<file path="config.mk">
export PLATFORM = sky130hd
export DESIGN_NAME = ctrl_ex
export DESIGN_NICKNAME = d
export VERILOG_FILES = /design/src/rtl/ctrl_pkg.sv /design/src/rtl/ex_decode.sv /design/src/rtl/ctrl_ex.sv
export SDC_FILE = /design/constraint.sdc
export NUM_CORES = 1
export LEC_CHECK = 0
export BUFFER_PORTS_ARGS = -buffer_cell sky130_fd_sc_hd__buf_4
export CAP_MARGIN = 20
export CORE_MARGIN = 5
export CORE_UTILIZATION = 48
export CTS_BUF_LIST = sky130_fd_sc_hd__clkbuf_4 sky130_fd_sc_hd__clkbuf_8
export CTS_CLUSTER_DIAMETER = 200
export CTS_CLUSTER_SIZE = 12
export DETAILED_ROUTE_END_ITERATION = 16
export GPL_ROUTABILITY_DRIVEN = 1
export GPL_TIMING_DRIVEN = 0
export PLACE_DENSITY_LB_ADDON = 0.2
export SLEW_MARGIN = 10
export SYNTH_ARGS = -nofsm -noshare
export SYNTH_HDL_FRONTEND = slang
export SYNTH_HIERARCHICAL = 1
export SYNTH_SLANG_ARGS = --single-unit
export TNS_END_PERCENT = 100
</file>
<file path="constraint.sdc">
create_clock -name clk -period 4 [get_ports clk]
set_input_delay 0.2 -clock clk [delete_from_list [all_inputs] [get_ports clk]]
set_output_delay 0.2 -clock clk [all_outputs]
set_load 0.02 [all_outputs]
</file>
<file path="src/rtl/ctrl_pkg.sv">
`default_nettype none
// ============================================================================
// Module  : ctrl_pkg
// Purpose : Shared types and decode constants for the EX/MEM control stages
//           of the 16-bit Thumb-subset pipeline.
//           - ex_state_e : EX-stage sequencer states
//           - ex_op_e    : EX-stage operation classes
//           - c_MATCH_*  : 9-bit casez patterns on ir[15:7] (shared with ctrl_mem)
//           - is_mem_op  : true for operations that need a data-memory access
// Rev     : 1.0  initial release
// ============================================================================
package ctrl_pkg;

    typedef enum logic [0:0] {
        IDLE   = 1'b0,
        ACCESS = 1'b1
    } ex_state_e;

    typedef enum logic [2:0] {
        OP_ADDI  = 3'd0,
        OP_SUBSP = 3'd1,
        OP_MOVI  = 3'd2,
        OP_MOVR  = 3'd3,
        OP_LDR   = 3'd4,
        OP_STR   = 3'd5,
        OP_NONE  = 3'd6
    } ex_op_e;

    // Patterns are matched against ir[15:7]; '?' positions are don't-care.
    localparam logic [8:0] c_MATCH_ADDI3 = 9'b0001110??;
    localparam logic [8:0] c_MATCH_SUBSP = 9'b101100001;
    localparam logic [8:0] c_MATCH_MOVI  = 9'b00100????;
    localparam logic [8:0] c_MATCH_MOVR  = 9'b01000110?;
    localparam logic [8:0] c_MATCH_LDR   = 9'b01101????;
    localparam logic [8:0] c_MATCH_STR   = 9'b01100????;

    function automatic logic is_mem_op(input ex_op_e op);
        return (op == OP_LDR) || (op == OP_STR);
    endfunction

endpackage : ctrl_pkg
`default_nettype wire

</file>
<file path="src/rtl/ex_decode.sv">
`default_nettype none
// ============================================================================
// Module  : ex_decode
// Purpose : Combinational decode of the EX-stage instruction into an
//           operation class plus its immediate fields.
// Ports   : i_ir    in  16  EX instruction (16'h0000 = bubble -> OP_NONE)
//           o_op    out     operation class (ex_op_e)
//           o_imm3  out 3   ir[8:6]   (ADD imm3)
//           o_imm5  out 5   ir[10:6]  (LDR/STR word offset)
//           o_imm7  out 7   ir[6:0]   (SUB SP word offset)
//           o_imm8  out 8   ir[7:0]   (MOV imm)
// Rev     : 1.0  initial release
// ============================================================================
module ex_decode
    import ctrl_pkg::*;
(
    input  logic [15:0] i_ir,
    output ex_op_e      o_op,
    output logic [2:0]  o_imm3,
    output logic [4:0]  o_imm5,
    output logic [6:0]  o_imm7,
    output logic [7:0]  o_imm8
);

    always_comb begin
        o_op = OP_NONE;
        casez (i_ir[15:7])
            c_MATCH_ADDI3: o_op = OP_ADDI;
            c_MATCH_SUBSP: o_op = OP_SUBSP;
            c_MATCH_MOVI:  o_op = OP_MOVI;
            c_MATCH_MOVR:  o_op = OP_MOVR;
            c_MATCH_LDR:   o_op = OP_LDR;
            c_MATCH_STR:   o_op = OP_STR;
            default:       o_op = OP_NONE;
        endcase
    end

    assign o_imm3 = i_ir[8:6];
    assign o_imm5 = i_ir[10:6];
    assign o_imm7 = i_ir[6:0];
    assign o_imm8 = i_ir[7:0];

endmodule : ex_decode
`default_nettype wire

</file>
<file path="src/rtl/ctrl_ex.sv">
`default_nettype none
// ============================================================================
// Module  : ctrl_ex
// Purpose : Execute-stage control and datapath. Computes ALU results for
//           non-memory ops, sequences LDR/STR data-memory accesses, drives the
//           MEM pipeline register and stalls upstream while an access is open.
// Params  : TIMEOUT  max ACCESS cycles without i_dmem_ready before abort (>=2)
//           DW       data/address width
// Ports   : clk, rst (async, active-high)
//           i_hold                 freeze request from fetch/decode
//           i_ir_ex, i_rn_data, i_rm_data, i_sp_data   EX instruction/operands
//           o_ir_mem, o_result_mem MEM pipeline register
//           o_stall                stall to upstream and ctrl_mem
//           o_dmem_req/we/addr/wdata, i_dmem_ready/rdata  data-memory port
//           o_bus_err              sticky access-timeout flag
// Rev     : 1.0  initial release
// ============================================================================
module ctrl_ex
    import ctrl_pkg::*;
#(
    parameter int TIMEOUT = 16,
    parameter int DW      = 32
) (
    input  logic          clk,
    input  logic          rst,
    input  logic          i_hold,
    input  logic [15:0]   i_ir_ex,
    input  logic [DW-1:0] i_rn_data,
    input  logic [DW-1:0] i_rm_data,
    input  logic [DW-1:0] i_sp_data,
    output logic [15:0]   o_ir_mem,
    output logic [DW-1:0] o_result_mem,
    output logic          o_stall,
    output logic          o_dmem_req,
    output logic          o_dmem_we,
    output logic [DW-1:0] o_dmem_addr,
    output logic [DW-1:0] o_dmem_wdata,
    input  logic          i_dmem_ready,
    input  logic [DW-1:0] i_dmem_rdata,
    output logic          o_bus_err
);

    localparam int                 c_CNT_W    = (TIMEOUT > 2) ? $clog2(TIMEOUT) : 1;
    localparam logic [c_CNT_W-1:0] c_CNT_LAST = c_CNT_W'(TIMEOUT - 1);

    ex_state_e          r_state;
    ex_state_e          w_state_nxt;
    logic [c_CNT_W-1:0] r_cnt;
    logic [15:0]        r_ir_acc;
    logic [15:0]        r_ir_mem;
    logic [DW-1:0]      r_result_mem;
    logic               r_req;
    logic               r_we;
    logic [DW-1:0]      r_addr;
    logic [DW-1:0]      r_wdata;
    logic               r_bus_err;

    ex_op_e             w_op;
    logic [2:0]         w_imm3;
    logic [4:0]         w_imm5;
    logic [6:0]         w_imm7;
    logic [7:0]         w_imm8;
    logic               w_is_mem;
    logic [DW-1:0]      w_result;
    logic               w_launch;
    logic               w_done;
    logic               w_timeout;
    logic               w_advance;

    ex_decode u_decode (
        .i_ir   (i_ir_ex),
        .o_op   (w_op),
        .o_imm3 (w_imm3),
        .o_imm5 (w_imm5),
        .o_imm7 (w_imm7),
        .o_imm8 (w_imm8)
    );

    assign w_is_mem = is_mem_op(w_op);

    // Result mux for single-cycle ops; all arithmetic wraps modulo 2^DW.
    always_comb begin
        w_result = '0;
        case (w_op)
            OP_ADDI:  w_result = i_rn_data + DW'(w_imm3);
            OP_SUBSP: w_result = i_sp_data - DW'({w_imm7, 2'b00});
            OP_MOVI:  w_result = DW'(w_imm8);
            OP_MOVR:  w_result = i_rm_data;
            default:  w_result = '0;
        endcase
    end

    // A ready during ACCESS completes even under hold. The timeout counter
    // only advances (and can only expire) while the stage is not held.
    assign w_launch  = (r_state == IDLE) && !i_hold && w_is_mem;
    assign w_advance = (r_state == IDLE) && !i_hold && !w_is_mem;
    assign w_done    = (r_state == ACCESS) && i_dmem_ready;
    assign w_timeout = (r_state == ACCESS) && !i_dmem_ready && !i_hold
                       && (r_cnt == c_CNT_LAST);

    // ---------------- FSM: state register ----------------
    always_ff @(posedge clk or posedge rst) begin
        if (rst) begin
            r_state <= IDLE;
        end else begin
            r_state <= w_state_nxt;
        end
    end

    // ---------------- FSM: next state ----------------
    always_comb begin
        w_state_nxt = r_state;
        case (r_state)
            IDLE:    if (w_launch) w_state_nxt = ACCESS;
            ACCESS:  if (w_done || w_timeout) w_state_nxt = IDLE;
            default: w_state_nxt = IDLE;
        endcase
    end

    // ---------------- FSM: outputs ----------------
    // The launch cycle stalls so the mem op stays on i_ir_ex; on an abort the
    // stall drops in the final cycle so the pipeline moves on with a bubble.
    always_comb begin
        o_stall = 1'b0;
        case (r_state)
            IDLE:    o_stall = w_launch;
            ACCESS:  o_stall = !i_dmem_ready && !w_timeout;
            default: o_stall = 1'b0;
        endcase
    end

    // ---------------- Datapath / pipeline registers ----------------
    always_ff @(posedge clk or posedge rst) begin
        if (rst) begin
            r_cnt        <= '0;
            r_ir_acc     <= '0;
            r_ir_mem     <= '0;
            r_result_mem <= '0;
            r_req        <= 1'b0;
            r_we         <= 1'b0;
            r_addr       <= '0;
            r_wdata      <= '0;
            r_bus_err    <= 1'b0;
        end else if (w_launch) begin
            r_req    <= 1'b1;
            r_we     <= (w_op == OP_STR);
            r_addr   <= i_rn_data + DW'({w_imm5, 2'b00});
            r_wdata  <= i_rm_data;
            r_ir_acc <= i_ir_ex;
            r_cnt    <= '0;
        end else if (w_done) begin
            r_req        <= 1'b0;
            r_ir_mem     <= r_ir_acc;
            r_result_mem <= r_we ? '0 : i_dmem_rdata;
        end else if (w_timeout) begin
            r_req        <= 1'b0;
            r_bus_err    <= 1'b1;
            r_ir_mem     <= '0;
            r_result_mem <= '0;
        end else if ((r_state == ACCESS) && !i_hold) begin
            r_cnt <= r_cnt + 1'b1;
        end else if (w_advance) begin
            r_ir_mem     <= i_ir_ex;
            r_result_mem <= w_result;
        end
    end

    assign o_ir_mem     = r_ir_mem;
    assign o_result_mem = r_result_mem;
    assign o_dmem_req   = r_req;
    assign o_dmem_we    = r_we;
    assign o_dmem_addr  = r_addr;
    assign o_dmem_wdata = r_wdata;
    assign o_bus_err    = r_bus_err;

endmodule : ctrl_ex
`default_nettype wire

</file>
==> run summary <==
status: finished, final reports clean
flops & latches, synth: 136
Clock transition at path regs: 0.09 ns
Arr. time, crit path: 4.08 ns
CP bufs+invs: 5
Worst path slowest cell: a221oi_2
Detailed Routing Iterations Pass 1: 6
Crit. End Element: register
first-pass GRT wire length: 47.5 mm
Num CTS Buffers: 17
Synth Instances: 969
hold depth: 3
area growth from synthesis to layout: 39.2%
core area: 17200 sq um
Sw Share: 0.353
gpl congestion: 0.906
# fillers: 1487
total power draw: 4.32 mW
fin nets: 1478
Vias: 8807
largest net degree at the start of global routing: 88
Setup Fix Bufs, Post-CTS: 0
Pint: 2.80 mW
met1 Use GR: 0.417
CP Depth: 12
routed length per placed instance: 20.0 um
DR iter-0 viols: 781
Final Cycle Share: 0.926
io pins: 264
GRT Total Usage: 0.305
Port Buffer Count: 259
antenna violations before repair: 0
n_diodes: 0
sequential fraction of design power: 0.411
Rel. slew slack: 0.320
Pleak: 5.50 nW
Async S/R FF share, synth: 1.00
met2 Usage GRT: 0.488
final setup fails: 0
flop-to-flop setup slack: 1.09 ns
Synth top area share: 0.409
grt ovf: 0
global route hottest layer: met2
Worst Setup Start Kind: primary input
critical path's top delay family: buffers and inverters
clk_lat worst skew: 0.46 ns
Synth Flop Type: dfrtp_1
power share of the clock group: 0.265
Final Hold Vio Count: 0
Critical Path RT: 4.38 ns
Worst Skew: 0.0106 ns
Core Rows: 48
unrepaired setup endpoints after global routing: no
cell taking the most area after synthesis: dfrtp_1
chip height: 142 um
CP cell instances: dlygate4sd3_1, buf_4, nand2b_1, a21boi_0, o32ai_1, clkbuf_2, nand2b_1, a221oi_2, clkbuf_1, buf_1, a21oi_1, a21oi_1
leading post-synthesis cells by cell area: dfrtp_1, nand2_1, xor2_1
Tmin final: 3.70 ns
placed cells: 1454
CP Max Fanout: 10
via density per instance: 5.69
CTS tree: yes
average cell area after synthesis: 8.59 sq um
met3 global-route usage: 0.0630
CTS root buffer: clkbuf_8
Psw: 1.52 mW
Synth Warn #: 6
Slew @ Worst Pin: 1.01 ns
Crit path largest cell delay: 0.64 ns
Distinct cells, synth: 67
Mapped Area: 8320 sq um
Pwr Density: 373 nW/um^2
Total Wirelength: 31.0 mm
Final Slew Violations: 0
worst hold path class: in -> reg
Sink Count: 136
Post-Syn Nets: 1136
register area share after synthesis: 0.409
die area: 20100 sq um
chip width: 142 um
critical path type: in -> reg
reg2reg end: o_result_mem[15]$_DFFE_PP0P_
reg2reg path depth: 7
ANT nets after route: 0
Crit Reg-Reg Startpoint: r_cnt[0]$_DFFE_PP0P_
Register Area: 3400 sq um
Hold EP: o_result_mem[22]$_DFFE_PP0P_
HP Start: i_dmem_rdata[22]
Starting Density: 0.484
Longest Clk Path Bufs: 2
Max-Cap Viols: 0
Comb pwr share: 0.324
share of cells above drive strength 1: 0.259
Peak VDD IR: 223 uV
final std cells w/o fill: 1547
hpwl dp: 23.7 mm
DRC viols: 0
vias in the first global route: 8555
f_max: 270 MHz
number of synthesized flops with an enable pin: 0
H-tree Lvls: 4
Multi-input gate area: 4430 sq um
[cells in the final DEF (no fill, tap or decap), types with 16 or more instances in the layout]
cell / netlist / final
nor3_1: 18 / 18
nand3_1: 16 / 16
xor2_1: 43 / 43
xnor2_1: 34 / 34
buf_4: 23 / 282
o21ai_0: 51 / 51
inv_1: 25 / 24
clkbuf_1: 44 / 44
nand2_1: 230 / 230
dlygate4sd3_1: 0 / 62
nor2_1: 81 / 81
clkbuf_8: 0 / 18
a21oi_1: 22 / 22
a221oi_1: 23 / 23
dfrtp_1: 136 / 136
ha_1: 16 / 16
[power groups by stage]
stage / sequential [mW] / clock (mW) / combinational, mW
6_report: 1.77 / 1.15 / 1.40
5_1_grt: 1.81 / 1.21 / 1.51
4_1_cts: 1.77 / 1.15 / 1.39
3_5_place_dp: 1.79 / 0 / 1.34
3_3_place_gp: 1.79 / 0 / 1.31
2_1_floorplan: 2.03 / 0 / 0.446
[worst reg2reg max path, delay by kind of cell (launching register included)]
kind | cells | cell delay (ns)
adders and majority gates | 1 | 0.24
buffers and inverters | 2 | 1.07
and+or+nand+nor | 1 | 0.18
DFF | 1 | 0.42
AOI/OAI and AO/OA | 3 | 0.93
[worst max path at each step]
stage | startpoint | end
floorplan | rst | o_bus_err$_DFFE_PP0P_
global placement | rst | o_dmem_wdata[19]$_DFFE_PP0P_
detailed placement | i_ir_ex[12] | o_result_mem[15]$_DFFE_PP0P_
CTS | i_ir_ex[13] | o_result_mem[15]$_DFFE_PP0P_
global route | i_ir_ex[13] | o_result_mem[15]$_DFFE_PP0P_
finish | i_ir_ex[13] | o_result_mem[15]$_DFFE_PP0P_
[synth_stat cells (5+ instances only)]
cell,n
nor2b_1,6
and2_1,7
buf_1,6
o221ai_1,11
a222oi_1,14
and4_1,5
dfrtp_1,136
o211ai_1,11
nor2_1,81
ha_1,16
clkbuf_1,44
buf_2,7
nor4_1,10
xnor2_1,34
a22oi_1,14
xor2_1,43
nand3_1,16
inv_1,25
and3_1,6
a21oi_1,22
nand2_1,230
buf_4,23
nand4_1,13
nor3_1,18
a221oi_1,23
nand2b_1,6
a211oi_1,6
o21ai_0,51
a21o_1,10
[layer usage]
metal  up-vias  share of wire
met5         -              0
met4         0          0.026
met3        56          0.087
met2       433           0.47
met1      4242           0.42
li1       4076              -
[state kept, by name, indices dropped and copies added, names as in the netlist, 4 cells and up]
signal	cells
o_dmem_addr	32
o_dmem_wdata	32
o_result_mem	32
o_ir_mem	16
r_ir_acc	16
r_cnt	4
[per-stage QoR]
step	TNS (ns)	util	worst slack [ns]	hold slack, ns	cell area, sq um
after global routing	0	0.674	0.0911	0.000591	11600
final	0	0.674	0.296	0.0104	11600
after CTS	0	0.674	0.0189	0.00331	11600
after detailed placement	0	0.616	0.0593	0.276	10600
after global placement	-207.04	0.614	-1.54	0.407	10500
after floorplan	0	-	0.161	0.305	8320
[kinds of logic (layout without fill, tap and decap cells)]
group                    count (synthesis)  after routing  synth area share
adder cells (fa/ha/maj)                 19             19            0.0313
AO/OA/AOI/OAI                          196            196             0.169
AND/OR/NAND/NOR                        425            425             0.231
flip-flops                             136            136             0.409
multiplexers                            11             11            0.0197
buffers and inverters                  105            458            0.0588
XOR/XNOR                                77             77            0.0811
[layout make-up]
class	count	share of cell area
multi-input combinational	728	0.382
clock inverter	12	0.0112
tap	225	0.0243
clock buffer	18	0.0214
inverter	25	0.00854
buffer	80	0.0341
sequential	136	0.294
timing repair buffer	323	0.224
[timing repair]
item,CTS,global route
hold buffers,62,0
hold endpoints to repair,113,0
gates resized for setup,0,0
setup endpoints to repair,0,0
(Power assumes the default switching activity.)
